<file path="config.mk">
export PLATFORM = sky130hd
export DESIGN_NAME = branch_predictor
export DESIGN_NICKNAME = d
export VERILOG_FILES = /design/src/rtl/bp_pkg.sv /design/src/rtl/bp_sat_counter_table.sv /design/src/rtl/branch_predictor.sv
export SDC_FILE = /design/constraint.sdc
export NUM_CORES = 2
export LEC_CHECK = 0
export CORE_MARGIN = 4
export CORE_UTILIZATION = 38
export CTS_CLUSTER_DIAMETER = 200
export DETAILED_ROUTE_END_ITERATION = 10
export PLACE_DENSITY = 0.62
export RECOVER_POWER = 25
export REMOVE_ABC_BUFFERS = 1
export SYNTH_ARGS = -nofsm -noshare
export SYNTH_HDL_FRONTEND = slang
export SYNTH_SLANG_ARGS = --single-unit
</file>
<file path="constraint.sdc">
create_clock -name clk -period 6.5 [get_ports clk]
set_clock_uncertainty 0.05 [all_clocks]
set_input_delay 0.65 -clock clk [delete_from_list [all_inputs] [get_ports clk]]
set_output_delay 0.65 -clock clk [all_outputs]
set_load 0.02 [all_outputs]
</file>
<file path="src/rtl/bp_pkg.sv">
// Shared types and sizing helpers for the branch predictor.
// BTB entries carry tag/target at the full package address width; narrower PCs zero-extend.
package bp_pkg;

    localparam int unsigned BP_ADDR_WIDTH = 32;

    typedef struct packed {
        logic                     valid;
        logic [BP_ADDR_WIDTH-1:0] tag;
        logic [BP_ADDR_WIDTH-1:0] target;
        logic                     isJump;
    } btb_entry_t;

    function automatic int unsigned idx_width(input int unsigned entries);
        return $clog2(entries);
    endfunction

    function automatic int unsigned tag_width(input int unsigned addr_w, input int unsigned entries);
        return addr_w - $clog2(entries) - 2;
    endfunction

    // Weakly not-taken: 2^(w-1)-1
    function automatic int unsigned ctr_reset(input int unsigned w);
        return (32'd1 << (w - 1)) - 32'd1;
    endfunction

endpackage

</file>
<file path="src/rtl/bp_sat_counter_table.sv">
// Bimodal table of saturating counters: combinational read of the MSB, synchronous
// increment/decrement on update.
module bp_sat_counter_table
    import bp_pkg::*;
#(
    parameter int unsigned ENTRIES   = 64,
    parameter int unsigned CTR_WIDTH = 2,
    localparam int unsigned IDX_W    = idx_width(ENTRIES)
) (
    input  logic             clk,
    input  logic             rst_n,
    input  logic [IDX_W-1:0] rd_idx,
    output logic             rd_taken_c,
    input  logic             upd_en,
    input  logic [IDX_W-1:0] upd_idx,
    input  logic             upd_taken
);

    localparam logic [CTR_WIDTH-1:0] CTR_MAX  = '1;
    localparam logic [CTR_WIDTH-1:0] CTR_MIN  = '0;
    localparam logic [CTR_WIDTH-1:0] CTR_INIT = CTR_WIDTH'(ctr_reset(CTR_WIDTH));

    logic [CTR_WIDTH-1:0] ctr_q [ENTRIES];
    logic [CTR_WIDTH-1:0] ctr_d [ENTRIES];
    logic [CTR_WIDTH-1:0] upd_cur;

    assign rd_taken_c = ctr_q[rd_idx][CTR_WIDTH-1];

    always_comb begin
        ctr_d   = ctr_q;
        upd_cur = ctr_q[upd_idx];
        if (upd_en) begin
            if (upd_taken && (upd_cur != CTR_MAX)) begin
                ctr_d[upd_idx] = upd_cur + CTR_WIDTH'(1);
            end else if (!upd_taken && (upd_cur != CTR_MIN)) begin
                ctr_d[upd_idx] = upd_cur - CTR_WIDTH'(1);
            end
        end
    end

    always_ff @(posedge clk or negedge rst_n) begin
        if (!rst_n) begin
            for (int i = 0; i < int'(ENTRIES); i++) begin
                ctr_q[i] <= CTR_INIT;
            end
        end else begin
            ctr_q <= ctr_d;
        end
    end

endmodule

</file>
<file path="src/rtl/branch_predictor.sv">
// Direct-mapped BTB + bimodal predictor with zero-latency fetch lookup and execute-stage
// mispredict detection. Define BRANCH_PREDICTOR_PERF_EN to add branch/mispredict counters.
module branch_predictor
    import bp_pkg::*;
#(
    parameter int unsigned ADDR_WIDTH  = BP_ADDR_WIDTH,
    parameter int unsigned BHT_ENTRIES = 64,
    parameter int unsigned BTB_ENTRIES = 16,
    parameter int unsigned CTR_WIDTH   = 2
) (
    input  logic                  clk,
    input  logic                  rst,
    input  logic [ADDR_WIDTH-1:0] pcF,
    output logic                  predTakenF,
    output logic [ADDR_WIDTH-1:0] predNextPCF,
    input  logic                  updValid,
    input  logic                  updIsBranch,
    input  logic [ADDR_WIDTH-1:0] updPC,
    input  logic                  updTaken,
    input  logic [ADDR_WIDTH-1:0] updTarget,
    input  logic                  updPredTaken,
    input  logic [ADDR_WIDTH-1:0] updPredTarget,
    output logic                  mispredict,
    output logic [ADDR_WIDTH-1:0] recoverPC
`ifdef BRANCH_PREDICTOR_PERF_EN
    ,
    output logic [31:0]           perfBranches,
    output logic [31:0]           perfMispredicts
`endif
);

    localparam int unsigned BHT_IDX_W = idx_width(BHT_ENTRIES);
    localparam int unsigned BTB_IDX_W = idx_width(BTB_ENTRIES);
    localparam int unsigned TAG_W     = tag_width(ADDR_WIDTH, BTB_ENTRIES);

    btb_entry_t btb_q [BTB_ENTRIES];
    btb_entry_t btb_d [BTB_ENTRIES];

    logic [BTB_IDX_W-1:0] f_btb_idx;
    logic [BHT_IDX_W-1:0] f_bht_idx;
    logic [TAG_W-1:0]     f_tag;
    btb_entry_t           f_entry;
    logic                 f_hit;
    logic                 f_ctr_taken;

    logic [BTB_IDX_W-1:0] u_btb_idx;
    logic [BHT_IDX_W-1:0] u_bht_idx;
    logic [TAG_W-1:0]     u_tag;

    assign f_btb_idx = pcF[BTB_IDX_W+1:2];
    assign f_bht_idx = pcF[BHT_IDX_W+1:2];
    assign f_tag     = pcF[ADDR_WIDTH-1:BTB_IDX_W+2];
    assign u_btb_idx = updPC[BTB_IDX_W+1:2];
    assign u_bht_idx = updPC[BHT_IDX_W+1:2];
    assign u_tag     = updPC[ADDR_WIDTH-1:BTB_IDX_W+2];

    // Only conditional branches train the counters; JAL leaves them alone.
    bp_sat_counter_table #(
        .ENTRIES   (BHT_ENTRIES),
        .CTR_WIDTH (CTR_WIDTH)
    ) u_bht (
        .clk        (clk),
        .rst_n      (rst),
        .rd_idx     (f_bht_idx),
        .rd_taken_c (f_ctr_taken),
        .upd_en     (updValid && updIsBranch),
        .upd_idx    (u_bht_idx),
        .upd_taken  (updTaken)
    );

    // Fetch lookup reads registered state only, so a same-cycle update is not bypassed.
    always_comb begin
        f_entry     = btb_q[f_btb_idx];
        f_hit       = f_entry.valid && (f_entry.tag == BP_ADDR_WIDTH'(f_tag));
        predTakenF  = f_hit && (f_entry.isJump || f_ctr_taken);
        predNextPCF = pcF + ADDR_WIDTH'(4);
        if (predTakenF) begin
            predNextPCF = ADDR_WIDTH'(f_entry.target);
        end
    end

    // Taken outcomes allocate unconditionally, evicting any aliased entry.
    always_comb begin
        btb_d = btb_q;
        if (updValid && updTaken) begin
            btb_d[u_btb_idx].valid  = 1'b1;
            btb_d[u_btb_idx].tag    = BP_ADDR_WIDTH'(u_tag);
            btb_d[u_btb_idx].target = BP_ADDR_WIDTH'(updTarget);
            btb_d[u_btb_idx].isJump = !updIsBranch;
        end
    end

    always_ff @(posedge clk or negedge rst) begin
        if (!rst) begin
            for (int i = 0; i < int'(BTB_ENTRIES); i++) begin
                btb_q[i] <= '0;
            end
        end else begin
            btb_q <= btb_d;
        end
    end

    always_comb begin
        mispredict = 1'b0;
        recoverPC  = '0;
        if (updValid) begin
            mispredict = (updTaken != updPredTaken) ||
                         (updTaken && (updTarget != updPredTarget));
            recoverPC  = updTaken ? updTarget : (updPC + ADDR_WIDTH'(4));
        end
    end

`ifdef BRANCH_PREDICTOR_PERF_EN
    logic [31:0] perf_branches_q;
    logic [31:0] perf_branches_d;
    logic [31:0] perf_mispredicts_q;
    logic [31:0] perf_mispredicts_d;

    always_comb begin
        perf_branches_d    = perf_branches_q;
        perf_mispredicts_d = perf_mispredicts_q;
        if (updValid) begin
            perf_branches_d = perf_branches_q + 32'd1;
        end
        if (mispredict) begin
            perf_mispredicts_d = perf_mispredicts_q + 32'd1;
        end
    end

    always_ff @(posedge clk or negedge rst) begin
        if (!rst) begin
            perf_branches_q    <= '0;
            perf_mispredicts_q <= '0;
        end else begin
            perf_branches_q    <= perf_branches_d;
            perf_mispredicts_q <= perf_mispredicts_d;
        end
    end

    assign perfBranches    = perf_branches_q;
    assign perfMispredicts = perf_mispredicts_q;
`endif

endmodule

</file>
==> qor.csv <==
metric;value;unit
violated checks;capacitance limit, slew limit;
RSZ-0062 raised after global routing;no;
CP arrival;5.17;ns
post-route setup TNS;0;ns
post-synth top area share;0.484;
Clk pwr share;0.365;
Worst Slack Setup Final;0.625;ns
drt pass-1 iters;6;
Yosys cell types;64;
NetSw;4.85;mW
Final Slew Violations;585;
Slew @ Worst Pin;3.00;ns
Post-synth ARST share;1.00;
Max FO, Critical Path;50;
gp weighted congestion;0.812;
die area;145000;um^2
Yosys top cell by area;dfrtp_1;
initial antenna violation count;16;
Area Growth Syn to Fin;14.9;%
commonest register cell after synthesis;dfrtp_1;
Crit. End Element;output port;
GRT Util Overall;0.227;
share of post-route cells with drive strength above 1;0.349;
internal cell power;13.6;mW
YS warnings;0;
Crit Path Category;input pin to output port;
Place WS;0.754;ns
number of global-route vias before repair;35358;
largest net degree at the start of global routing;174;
worst path bufs/invs;3;
worst endpoint required time;5.80;ns
maximum vdd drop;0.235;mV
Final setup viols;0;
Slew HR;-1.00;
max_cap viols;10;
via count;34501;
H-tree depth;3;
class of the worst hold path;flop to flop;
initial drt markers;3251;
most common cell after layout, fill and taps aside;dfrtp_1;
number of enable flip-flop cells after synthesis;0;
CP delay by family, top;buffers and inverters;
Clk Latency, worst-skew pair;0.74;ns
Cells after DPL;5869;
clk slew on worst S/H paths;0.06;ns
most frequent cells in the layout;dfrtp_1, mux2_2, nand2_1;
Antenna Violating Nets Remaining;0;
I/O pin total;200;
#FFs+latches synth;1088;
Design Area, Final;60800;um^2
sequential cell area;27300;um^2
Worst path max stage delay;0.74;ns
multi-input logic area;24100;um^2
# clock sinks;1088;
final core occ;0.441;
TritonCTS clock tree;built;
Pwr Density;303;nW/um^2
Root Driver;clkbuf_16;
final HPWL from detailed placement;103;mm
largest cells by area after synthesis;dfrtp_1, mux2_2, mux4_2;
core area;138000;um^2
Worst Setup Start Kind;input pin;
fin crit period;5.87;ns
Residual DRC;0;
maximum clock rate;170;MHz
P_leak;27.3;nW
fill count;12509;
mean routed wirelength per cell;27.2;um
Tcrit/Tclk final;0.904;
cts hold-fix bufs;1;
area of the mapped netlist;52900;um^2
PortBufs;199;
post-cts sizing count;0;
Reg power frac;0.467;
Setup Fix Bufs, Post-CTS;0;
Final Hold Vio Count;0;
DR vias/cell;5.67;
Final Non-Filler Cells;6089;
status;finished with violations;
Rows;136;
Comb power frac;0.168;
gr ovfl total;0;
Placed Area;57000;um^2
Initial Util;0.384;
sw frac;0.263;
Nets;4263;
slowest CP cell;xnor2_1;
worst-path cell chain;buf_8 -> buf_4 -> ha_1 -> nand3_1 -> nor2_1 -> and3_1 -> nand4_1 -> xnor2_1 -> mux2_4 -> clkdlybuf4s50_1;
first-pass GRT wire length;247;mm
die span in y;381;um
Seq/Total Area, Yosys;0.516;
mean area per synthesized cell;13.1;um^2
synthesized instance count;4049;
Die X;381;um
TritonCTS buffer count;113;
WL final;166;mm
clk buf depth;3;
[cell type report]
type | instances | share of cell area
Clock inverter | 39 | 0.00792
Multi-Input combinational cell | 2569 | 0.396
Inverter | 13 | 0.000844
Timing Repair Buffer | 337 | 0.0520
Clock buffer | 173 | 0.0551
Antenna cell | 7 | 0.000288
Tap cell | 1863 | 0.0383
Sequential cell | 1088 | 0.449
[metrics by stage]
stage	power [mW]	hold slack (ns)
final	18.4	0.410
after detailed placement	11.8	0.399
after global placement	11.7	0.395
after global routing	19.2	0.425
after CTS	18.5	0.413
after floorplan	10.5	0.304
[kinds of logic after synthesis]
| kind of cell | Yosys count | synth area share |
|---|---|---|
| xor+xnor | 130 | 0.0215 |
| simple gates | 1035 | 0.0814 |
| compound gates | 206 | 0.0260 |
| flops | 1088 | 0.516 |
| fa+ha+maj | 7 | 0.00165 |
| buf+inv | 392 | 0.0326 |
| mux | 1191 | 0.321 |
[worst paths after layout]
| check | from | to | slack (ns) | cells past startpoint |
|---|---|---|---|---|
| max reg2reg | u_bht.ctr_q[96]$_DFFE_PN1P_ | u_bht.ctr_q[63]$_DFFE_PN0P_ | 2.65 | 13 |
| min reg2reg | btb_q[329]$_DFFE_PN0P_ | btb_q[329]$_DFFE_PN0P_ | 0.41 | 1 |
| min in group asynchronous | rst | btb_q[863]$_DFFE_PN0P_ | 1.39 | 2 |
| max in group asynchronous | rst | btb_q[943]$_DFFE_PN0P_ | 1.34 | 3 |
| max | pcF[2] | predNextPCF[26] | 0.63 | 10 |
| min | btb_q[329]$_DFFE_PN0P_ | btb_q[329]$_DFFE_PN0P_ | 0.41 | 1 |
[state kept, by name (all words and copies together) (netlist names)]
| register | count |
|---|---|
| btb_q | 960 |
| u_bht.ctr_q | 128 |
[cell usage after synthesis (3+ instances only)]
master and n:
a211oi_1 4, a21oi_1 5, a221oi_1 6, a22oi_1 62, a31oi_1 5, a41oi_1 14
and2_1 32, and3_1 16, and4_1 7, buf_1 31, buf_2 28, buf_4 13
buf_6 10, clkbuf_1 287, clkbuf_8 3, dfrtp_1 1024, dfstp_2 64, ha_1 7
inv_1 12, mux2_2 818, mux2_4 29, mux2i_1 62, mux4_1 82, mux4_2 174
mux4_4 26, nand2_1 763, nand2b_1 12, nand3_1 32, nand3b_1 3, nand4_1 15
nor2_1 105, nor2b_1 6, nor3_1 14, nor4_1 11, o21ai_0 85, o22ai_1 4
o31ai_1 8, or2_2 8, or4_1 3, xnor2_1 72, xor2_1 58
[power groups by stage]
stage                     Combinational (mW)  Clock (mW)  Sequential [mW]
after floorplan                         2.04           0             8.49
after global placement                  3.03           0             8.66
final                                   3.08        6.73             8.60
after detailed placement                3.10           0             8.71
after CTS                               3.11        6.83             8.59
after global routing                    3.35        7.12             8.74
[per-layer routing]
metal	vias to the layer above	wire, um	GRT usage	share of wire
met5	-	46	0	0.00028
li1	14555	-	-	-
met2	1188	77400	0.358	0.47
met1	18515	72600	0.322	0.44
met3	235	11800	0.0412	0.071
met4	8	3980	0.0620	0.024
Note: power is estimated with default switching activity, not from simulation.
